[src/rtl/sha_nonce_scheduler_pkg.sv]
// Shared types for the nonce scheduler: FSM states, job record, nonce width
// and the difficulty saturation helper.
package sha_sched_pkg;

  localparam int NONCE_W = 32;

  typedef enum logic [1:0] {
    IDLE  = 2'd0,
    RUN   = 2'd1,
    DRAIN = 2'd2,
    FLUSH = 2'd3
  } state_t;

  typedef struct packed {
    logic [255:0] midstate;
    logic [95:0]  tail;
    logic [31:0]  difficulty;
  } job_t;

  // A prefix longer than the hash is the whole hash.
  function automatic logic [8:0] sat_difficulty(input logic [31:0] d);
    if (d > 32'd256) begin
      return 9'd256;
    end else begin
      return d[8:0];
    end
  endfunction

endpackage

[src/rtl/sha_nonce_scheduler_lzc.sv]
// Combinational test that the top D bits of a 256-bit double hash are zero,
// with D saturated at 256 (D=0 always passes).
module sha_leading_zero_check
  import sha_sched_pkg::*;
(
  input  logic [255:0] hash,
  input  logic [31:0]  difficulty,
  output logic         hit
);

  logic [8:0]   d;
  logic [255:0] mask;

  // Build a mask covering the D most significant bits and test them.
  always_comb begin
    d    = sat_difficulty(difficulty);
    mask = ~({256{1'b1}} >> d);
    hit  = ((hash & mask) == 256'd0);
  end

endmodule

[src/rtl/sha_nonce_scheduler.sv]
// Per-core job sequencer: issues one nonce per cycle into the double-SHA256
// core, retires results in order and reports hashes meeting the difficulty.
module sha_nonce_scheduler
  import sha_sched_pkg::*;
#(
  parameter logic [31:0] PROCESSORINDEX = 32'd0,
  parameter int unsigned NUMPROCESSORS  = 32'd1,
  parameter int unsigned PIPE_LATENCY   = 32'd131,
  parameter bit          STOP_ON_FIND   = 1'b1
) (
  input  logic         clk,
  input  logic         rst,
  input  logic         job_valid,
  output logic         job_ready,
  input  logic [255:0] job_midstate,
  input  logic [95:0]  job_tail,
  input  logic [31:0]  job_difficulty,
  input  logic         abort,
  output logic         core_valid,
  output logic         core_newblock,
  output logic [255:0] core_hashstate,
  output logic [127:0] core_w,
  output logic [31:0]  core_difficulty,
  input  logic         res_valid,
  input  logic [255:0] res_hash,
  output logic         found_valid,
  output logic [31:0]  found_nonce,
  output logic         done,
  output logic         busy,
  output logic         err
);

  localparam int CW = $clog2(PIPE_LATENCY + 32'd1);
  localparam logic [NONCE_W-1:0] STRIDE = NONCE_W'(NUMPROCESSORS);

  state_t               state_r;
  job_t                 job_r;
  logic [NONCE_W-1:0]   nonce_r;
  logic [NONCE_W-1:0]   retire_nonce_r;
  logic [CW-1:0]        inflight_r;
  logic [CW-1:0]        inflight_next;
  logic [NONCE_W:0]     issue_sum;
  logic                 retire;
  logic                 hit;

  assign core_hashstate  = job_r.midstate;
  assign core_difficulty = job_r.difficulty;
  assign core_w          = {job_r.tail, nonce_r};

  sha_leading_zero_check u_lzc (
    .hash       (res_hash),
    .difficulty (job_r.difficulty),
    .hit        (hit)
  );

  // Next nonce (carry marks the last one) and in-flight bookkeeping.
  always_comb begin
    issue_sum = {1'b0, nonce_r} + {1'b0, STRIDE};
    retire    = res_valid && (inflight_r != '0);
    if (core_valid && !retire) begin
      inflight_next = inflight_r + CW'(1'b1);
    end else if (!core_valid && retire) begin
      inflight_next = inflight_r - CW'(1'b1);
    end else begin
      inflight_next = inflight_r;
    end
  end

  // Job FSM with all outputs registered.
  always_ff @(posedge clk or posedge rst) begin
    if (rst) begin
      state_r        <= IDLE;
      job_r          <= '0;
      nonce_r        <= '0;
      retire_nonce_r <= '0;
      inflight_r     <= '0;
      job_ready      <= 1'b0;
      core_valid     <= 1'b0;
      core_newblock  <= 1'b0;
      found_valid    <= 1'b0;
      found_nonce    <= '0;
      done           <= 1'b0;
      busy           <= 1'b0;
      err            <= 1'b0;
    end else begin
      core_newblock <= 1'b0;
      found_valid   <= 1'b0;
      done          <= 1'b0;
      inflight_r    <= inflight_next;
      if (res_valid && (inflight_r == '0)) begin
        err <= 1'b1;
      end
      if (retire) begin
        retire_nonce_r <= retire_nonce_r + STRIDE;
      end
      case (state_r)
        IDLE: begin
          if (job_valid && job_ready) begin
            job_r          <= '{midstate: job_midstate, tail: job_tail,
                                difficulty: job_difficulty};
            nonce_r        <= PROCESSORINDEX;
            retire_nonce_r <= PROCESSORINDEX;
            state_r        <= RUN;
            job_ready      <= 1'b0;
            core_valid     <= 1'b1;
            core_newblock  <= 1'b1;
            busy           <= 1'b1;
          end else begin
            job_ready <= 1'b1;
          end
        end
        RUN, DRAIN: begin
          if (abort) begin
            state_r    <= FLUSH;
            core_valid <= 1'b0;
          end else if (retire && hit && STOP_ON_FIND) begin
            found_valid <= 1'b1;
            found_nonce <= retire_nonce_r;
            state_r     <= FLUSH;
            core_valid  <= 1'b0;
          end else begin
            if (retire && hit) begin
              found_valid <= 1'b1;
              found_nonce <= retire_nonce_r;
            end
            if (state_r == RUN) begin
              if (issue_sum[NONCE_W]) begin
                state_r    <= DRAIN;
                core_valid <= 1'b0;
              end else begin
                nonce_r <= issue_sum[NONCE_W-1:0];
              end
            end else if (inflight_next == '0) begin
              done    <= 1'b1;
              busy    <= 1'b0;
              state_r <= IDLE;
            end
          end
        end
        FLUSH: begin
          if (inflight_next == '0) begin
            done    <= 1'b1;
            busy    <= 1'b0;
            state_r <= IDLE;
          end
        end
        default: begin
          state_r    <= IDLE;
          core_valid <= 1'b0;
          busy       <= 1'b0;
        end
      endcase
    end
  end

endmodule

[config.mk]
export PLATFORM = sky130hd
export DESIGN_NAME = sha_nonce_scheduler
export DESIGN_NICKNAME = d
export VERILOG_FILES = /design/src/rtl/sha_nonce_scheduler_pkg.sv /design/src/rtl/sha_nonce_scheduler_lzc.sv /design/src/rtl/sha_nonce_scheduler.sv
export SDC_FILE = /design/constraint.sdc
export NUM_CORES = 2
export LEC_CHECK = 0
export CAP_MARGIN = 15
export CELL_PAD_IN_SITES_DETAIL_PLACEMENT = 0
export CELL_PAD_IN_SITES_GLOBAL_PLACEMENT = 1
export CORE_AREA = 2 2 422 424
export DETAILED_ROUTE_END_ITERATION = 8
export DIE_AREA = 0 0 424 426
export GPL_TIMING_DRIVEN = 0
export PLACE_DENSITY = 0.51
export SYNTH_ARGS = -nofsm -noshare
export SYNTH_HDL_FRONTEND = slang
export SYNTH_SLANG_ARGS = --single-unit
[constraint.sdc]
create_clock -name clk -period 16.28 [get_ports clk]
set_input_delay 2.442 -clock clk [delete_from_list [all_inputs] [get_ports clk]]
set_output_delay 2.442 -clock clk [all_outputs]
set_load 0.1 [all_outputs]
-- After elaboration in Yosys (flattened, before gate mapping)
Index checks and enable logic that the tools add are counted.
- multipliers: 0
- reduce and logical (&&, ||, !) cells: 21
- $add $sub $neg: 4
- multiplexer cells: 41
- eq/ne operators: 12
- order comparisons: 1
- shift operators: 1
- bitwise gates (word level): 3
- divide/modulo/power cells: 0
- operator list (operator ; count):
    AND 256 bit ; 1
    zero test 256 bit ; 1
    two-way mux 32 bit ; 8
    inverter 256 bit ; 1
    right shift 256 x 9 -> 256 bit, first input constant ; 1
    one-hot mux 32 bit (2 select lines) ; 1
    adder 32 x 1 -> 33 bit, second input constant ; 1
    adder 32 x 1 -> 32 bit, second input constant ; 1
    > comparator 32 x 9 -> 1 bit, second input constant ; 1
    two-way mux 1 bit ; 19
    zero test 8 bit ; 2
    two-way mux 8 bit ; 2
    two-way mux 2 bit ; 6
    inequality test 2 bit, second input constant ; 6
    two-way mux 9 bit ; 1
    adder 8 x 1 -> 8 bit, second input constant ; 1
    inequality test 4 bit, second input constant ; 2
    AND reduction 4 bit ; 2
    nonzero test 8 bit ; 1
    subtractor 8 x 1 -> 8 bit, second input constant ; 1
    logical AND 1 bit ; 6
    one-hot mux 2 bit (3 select lines) ; 1
    AND reduction 6 bit ; 1
    inequality test 5 bit, second input constant ; 1
    11 further kinds ; 15
- bits in registers: 497
- RAM bits: 0
- latch bits: 0
- output and inout bits: 455
- bits in read-only memories: 0
- logic and storage cells: 98
- input port bits: 645
- memories kept: 0

-- Depth between registers and ports, before layout
- depth in word-level cells: 11
- depth in mapped cells: 17
- gate-level depth less buffers: 12

-- Modules after synthesis
A second synthesis with hierarchy kept.
- cell total of the unflattened synthesis: 2879
- area total of the unflattened synthesis: 23943.0 um^2
- by module, submodules not included (module ; instances ; cells each ; seq. area each (um^2) ; area an instance (um^2)):
    sha_nonce_scheduler ; 1 ; 2202 ; 12436.9 ; 20053.0
    sha_leading_zero_check ; 1 ; 677 ; 0.0 ; 3890.0

-- Worst setup path after synthesis
OpenSTA, ideal clock, no wires.
- kind: input to register
- start: input port res_hash[136]
- end: register state_r[0]
- path buffers: 2
- path slack: 11.048 ns
- stages: 12
- data arrival time: 5.088 ns
- library setup time: 0.144 ns
- data required time: 16.136 ns
- cell sequence: or4_1 a311o_1 a211oi_1 o2111ai_1 a2111oi_0 nand4_1 nor4b_4 a21oi_2 buf_2 buf_6 a211oi_2 o221ai_1
- longest elaborated chain between the ends: 6
- elaborated cells between the ends (all ways): 8
- classes of those cells: 1 x eq/ne; 3 x mux; 1 x bitwise; 3 x reduce/logical
- RTL lines (element ; line ; RTL):
    start: declaration ; sha_nonce_scheduler.sv:25 ; input logic [255:0] res_hash,
    AND 256 bit * ; sha_nonce_scheduler_lzc.sv:18 ; hit = ((hash & mask) == 256'd0);
    zero test 256 bit * ; sha_nonce_scheduler_lzc.sv:18 ;
    logical AND 1 bit * ; sha_nonce_scheduler.sv:116 ; end else if (retire && hit && STOP_ON_FIND) begin
    two-way mux 2 bit ; sha_nonce_scheduler.sv:116 ;
    two-way mux 2 bit ; sha_nonce_scheduler.sv:113 ; if (abort) begin
    one-hot mux 2 bit (3 select lines) ; sha_nonce_scheduler.sv:96 ; case (state_r)
    end signal: assignment ; sha_nonce_scheduler.sv:103 ; state_r <= RUN;
    end signal: assignment ; sha_nonce_scheduler.sv:114 ; state_r <= FLUSH;
    end signal: assignment ; sha_nonce_scheduler.sv:119 ; state_r <= FLUSH;
    end: declaration ; sha_nonce_scheduler.sv:36 ; state_t state_r;
Every way passes the cells marked *; elsewhere a longest branch is shown, timed or not.
A chain may end at the register's enable or synchronous reset.

-- Worst setup path in the final report
- start: input port res_hash[111]
- end: register nonce_r[3]
- longest elaborated chain between the ends: 5
- RTL lines (element ; line ; RTL):
    AND 256 bit ; sha_nonce_scheduler_lzc.sv:18 ;
    zero test 256 bit ; sha_nonce_scheduler_lzc.sv:18 ;
    logical AND 1 bit ; sha_nonce_scheduler.sv:116 ;
    inequality test 2 bit (no source line) ; n/a ;
    AND reduction 6 bit (no source line) ; n/a ;
    end signal: assignment ; sha_nonce_scheduler.sv:131 ; nonce_r <= issue_sum[NONCE_W-1:0];
    end: declaration ; sha_nonce_scheduler.sv:38 ; logic [NONCE_W-1:0] nonce_r;
Every way passes these cells.

==> metrics.yaml <==
yosys-top-cells-count: "nand2_1, dfrtp_1, clkbuf_1"
rows: 154
fin_nets: 4805
path_clk_slew_ps: 60
cts.htree.levels: 3
post-cts-setup-buffers: 0
drtPass1Iterations: 5
min_period_ps: 7060
synth_cell_types: 97
skew_ps: 29.30
synth_flop_cell: "dfrtp_1"
synth_area_leaders: "dfrtp_1, nand2_1, clkbuf_1"
cts_tree: "done"
power_w: 0.01062
critPathTopFamily: "simple AND/OR/NAND/NOR gates"
crit_type: "input pin to flop"
grtUsageTotal_pct: 19.02
wirelength_um: 177400
synthMuxAreaShare_pct: 1.534
cts_resized: 0
cts.path.max_buffers: 3
synth_top_family_by_area: "simple AND/OR/NAND/NOR gates"
ff_latch_area_mm2: 0.01244
drtIter0Drc: 2175
yosysTopAreaCellShare_pct: 50.33
worst_ep_required_time_ps: 16830
max_freq_ghz: 0.1416
dp.cells: 6418
critPathBufInv: 2
slowest_delay_ps: 1040
synth-seq-cells: 497
cts_buffers: 68
area_delta_synth_final_pct: 67.04
dieHeight_um: 426
max-cap-violations: 0
synthesis.area_mm2: 0.02471
dp_hpwl_um: 144500
vias_per_cell: 4.264
worst_setup_path_start_kind: "input pin"
yosys.area.top_type: "dfrtp_1"
hp-class: "flop to flop"
grt_start_max_net_pins: 39
synthSimpleGateAreaFrac_pct: 30.60
drive_gt1_share_pct: 4.743
r2r_slack_ps: 10640
finalHoldViolCount: 0
cp-end-kind: "flop"
port_buffers: 1099
hold_buffers: 0
rsz0062_at_grt: "false"
synthCells: 2959
die_area_mm2: 0.1806
cp_max_fo: 6
wire_per_inst_um: 27.11
drt.antenna.violating_nets: 0
p_leak_nw: 17.75
initial_core_util_pct: 14.06
num_vias: 27920
final_util_pct: 23.49
max_slew.worst_pin.slew_ps: 1335
insertion_delay_ps: 660
antenna_found_initial: 31
grt_pass1_wl_um: 242300
drc: 0
ios: 1100
coreArea_mm2: 0.1757
die_x_um: 424
setup_violations: 0
avgSynthCellArea_um2: 8.352
place_congestion: 0.9553
synth-async-reset-ratio_pct: 100.0
cp_slowest_cell: "nor4_1"
relSlewSlack_pct: 10.65
grt_pass1_vias: 28460
ys.warnings.count: 0
grt_overflow: 0
synth_compound_area_share_pct: 12.26
critical_path_arrival_ps: 7610
crit_path_cell_trace: "clkdlybuf4s50_1 > nor4_1 > nand4_1 > nor4_1 > o2111ai_1 > a2111oi_0 > nand4_1 > nor4b_4 > a21oi_2 > and3_1 > clkbuf_1 > a221o_1"
yosysMostFrequentCell: "nand2_1"
status: "complete, no violations"
synth_fp_nets: 3615
fin_crit_sh_pct: 43.37
p_per_area_mw_per_mm2: 257.3
synth_edf_count: 0
multi_input_area_mm2: 0.01143
finalNonFillerCells: 6546
fin_setup_tns_ps: 0
synth_xor_area_share_pct: 1.240
cts_num_sinks: 497
seq_area_frac_synth_pct: 50.33
drv_slew: 0
nFillCells: 19410
root_buffer: "clkbuf_16"
synth_adder_area_share_pct: 0.6379
ir_worst_vdd_uv: 167.9
final timing paths:
path	startpoint	to	cells after the start
setup / recovery	res_hash[111]	nonce_r[3]	12
hold / removal	core_hashstate[165]	core_hashstate[165]	2
setup reg to reg	core_difficulty[2]	nonce_r[3]	14
min in group asynchronous	rst	core_hashstate[189]	2
max in group asynchronous	rst	nonce_r[5]	9
hold reg to reg	core_hashstate[165]	core_hashstate[165]	2
cell families after synthesis:
| logic type | after synthesis |
|---|---|
| AOI/OAI and AO/OA | 433 |
| xor gates and xnor gates | 35 |
| adders and majority gates | 13 |
| buffers and inverters | 203 |
| DFF | 497 |
| muxes | 34 |
| and+or+nand+nor | 1744 |
cells in the final DEF, fill, tap and decap left out, drive strengths merged, types with 13 or more instances in the layout:
| cell | n |
|---|---|
| mux2 | 31 |
| a211oi | 13 |
| inv | 24 |
| clkdlybuf4s50 | 1097 |
| nor2 | 116 |
| buf | 72 |
| and2 | 13 |
| a31o | 15 |
| a21oi | 82 |
| clkbuf | 229 |
| xor2 | 23 |
| nor4 | 71 |
| nand2 | 1253 |
| o21ai | 90 |
| o31ai | 17 |
| nor3 | 51 |
| a31oi | 25 |
| o21a | 18 |
| dfrtp | 497 |
| o211ai | 22 |
| and3 | 44 |
| nand3 | 61 |
| nand4 | 61 |
| or3 | 13 |
metrics by stage:
step,setup WS (ps),hold WS [ps],area (µm²)
6_report,9220,470.4,41280
2_1_floorplan,7095,478.5,24720
4_1_cts,9359,474.8,41250
5_1_grt,9039,488.4,41280
3_3_place_gp,1841,456.8,38640
3_5_place_dp,8620,460.9,39020
sequential cells by signal, indices dropped and copies added (netlist names):
signal           cells
busy                 1
core_difficulty     32
core_hashstate     256
core_newblock        1
core_valid           1
core_w              96
done                 1
err                  1
found_nonce         32
found_valid          1
inflight_r           8
job_ready            1
nonce_r             32
retire_nonce_r      32
state_r              2
worst min-delay path, delay by kind of cell (launching register included):
family	cells	cell delay [ps]
DFF	1	340
and+or+nand+nor	2	100
where the power goes:
| group | total (W) | internal [W] | switching [W] |
|---|---|---|---|
| Combinational | 0.00698 | 0.00150 | 0.00548 |
| Sequential | 0.00211 | 0.00173 | 0.000376 |
| Clock | 0.00154 | 0.000889 | 0.000646 |
| Total | 0.0106 | 0.00412 | 0.00650 |
layer usage:
metal / GRT usage, % / share of wire [%] / wire, µm
met1: 22.59 / 39 / 70080
met2: 32.86 / 50 / 87970
met3: 4.593 / 7.2 / 12740
met4: 7.497 / 3.7 / 6533
met5: 0 / 0.064 / 114
cell type report:
cell class,count,area share [%]
diodes,10,0.06062
plain buffers,179,1.822
clock buffers,99,4.746
clock inverters,18,0.6486
inverters,24,0.2273
multi-input cells,2259,27.70
flip-flops and latches,497,30.13
well taps,2340,7.092
repair buffers,1120,27.58
(Power assumes the default switching activity.)
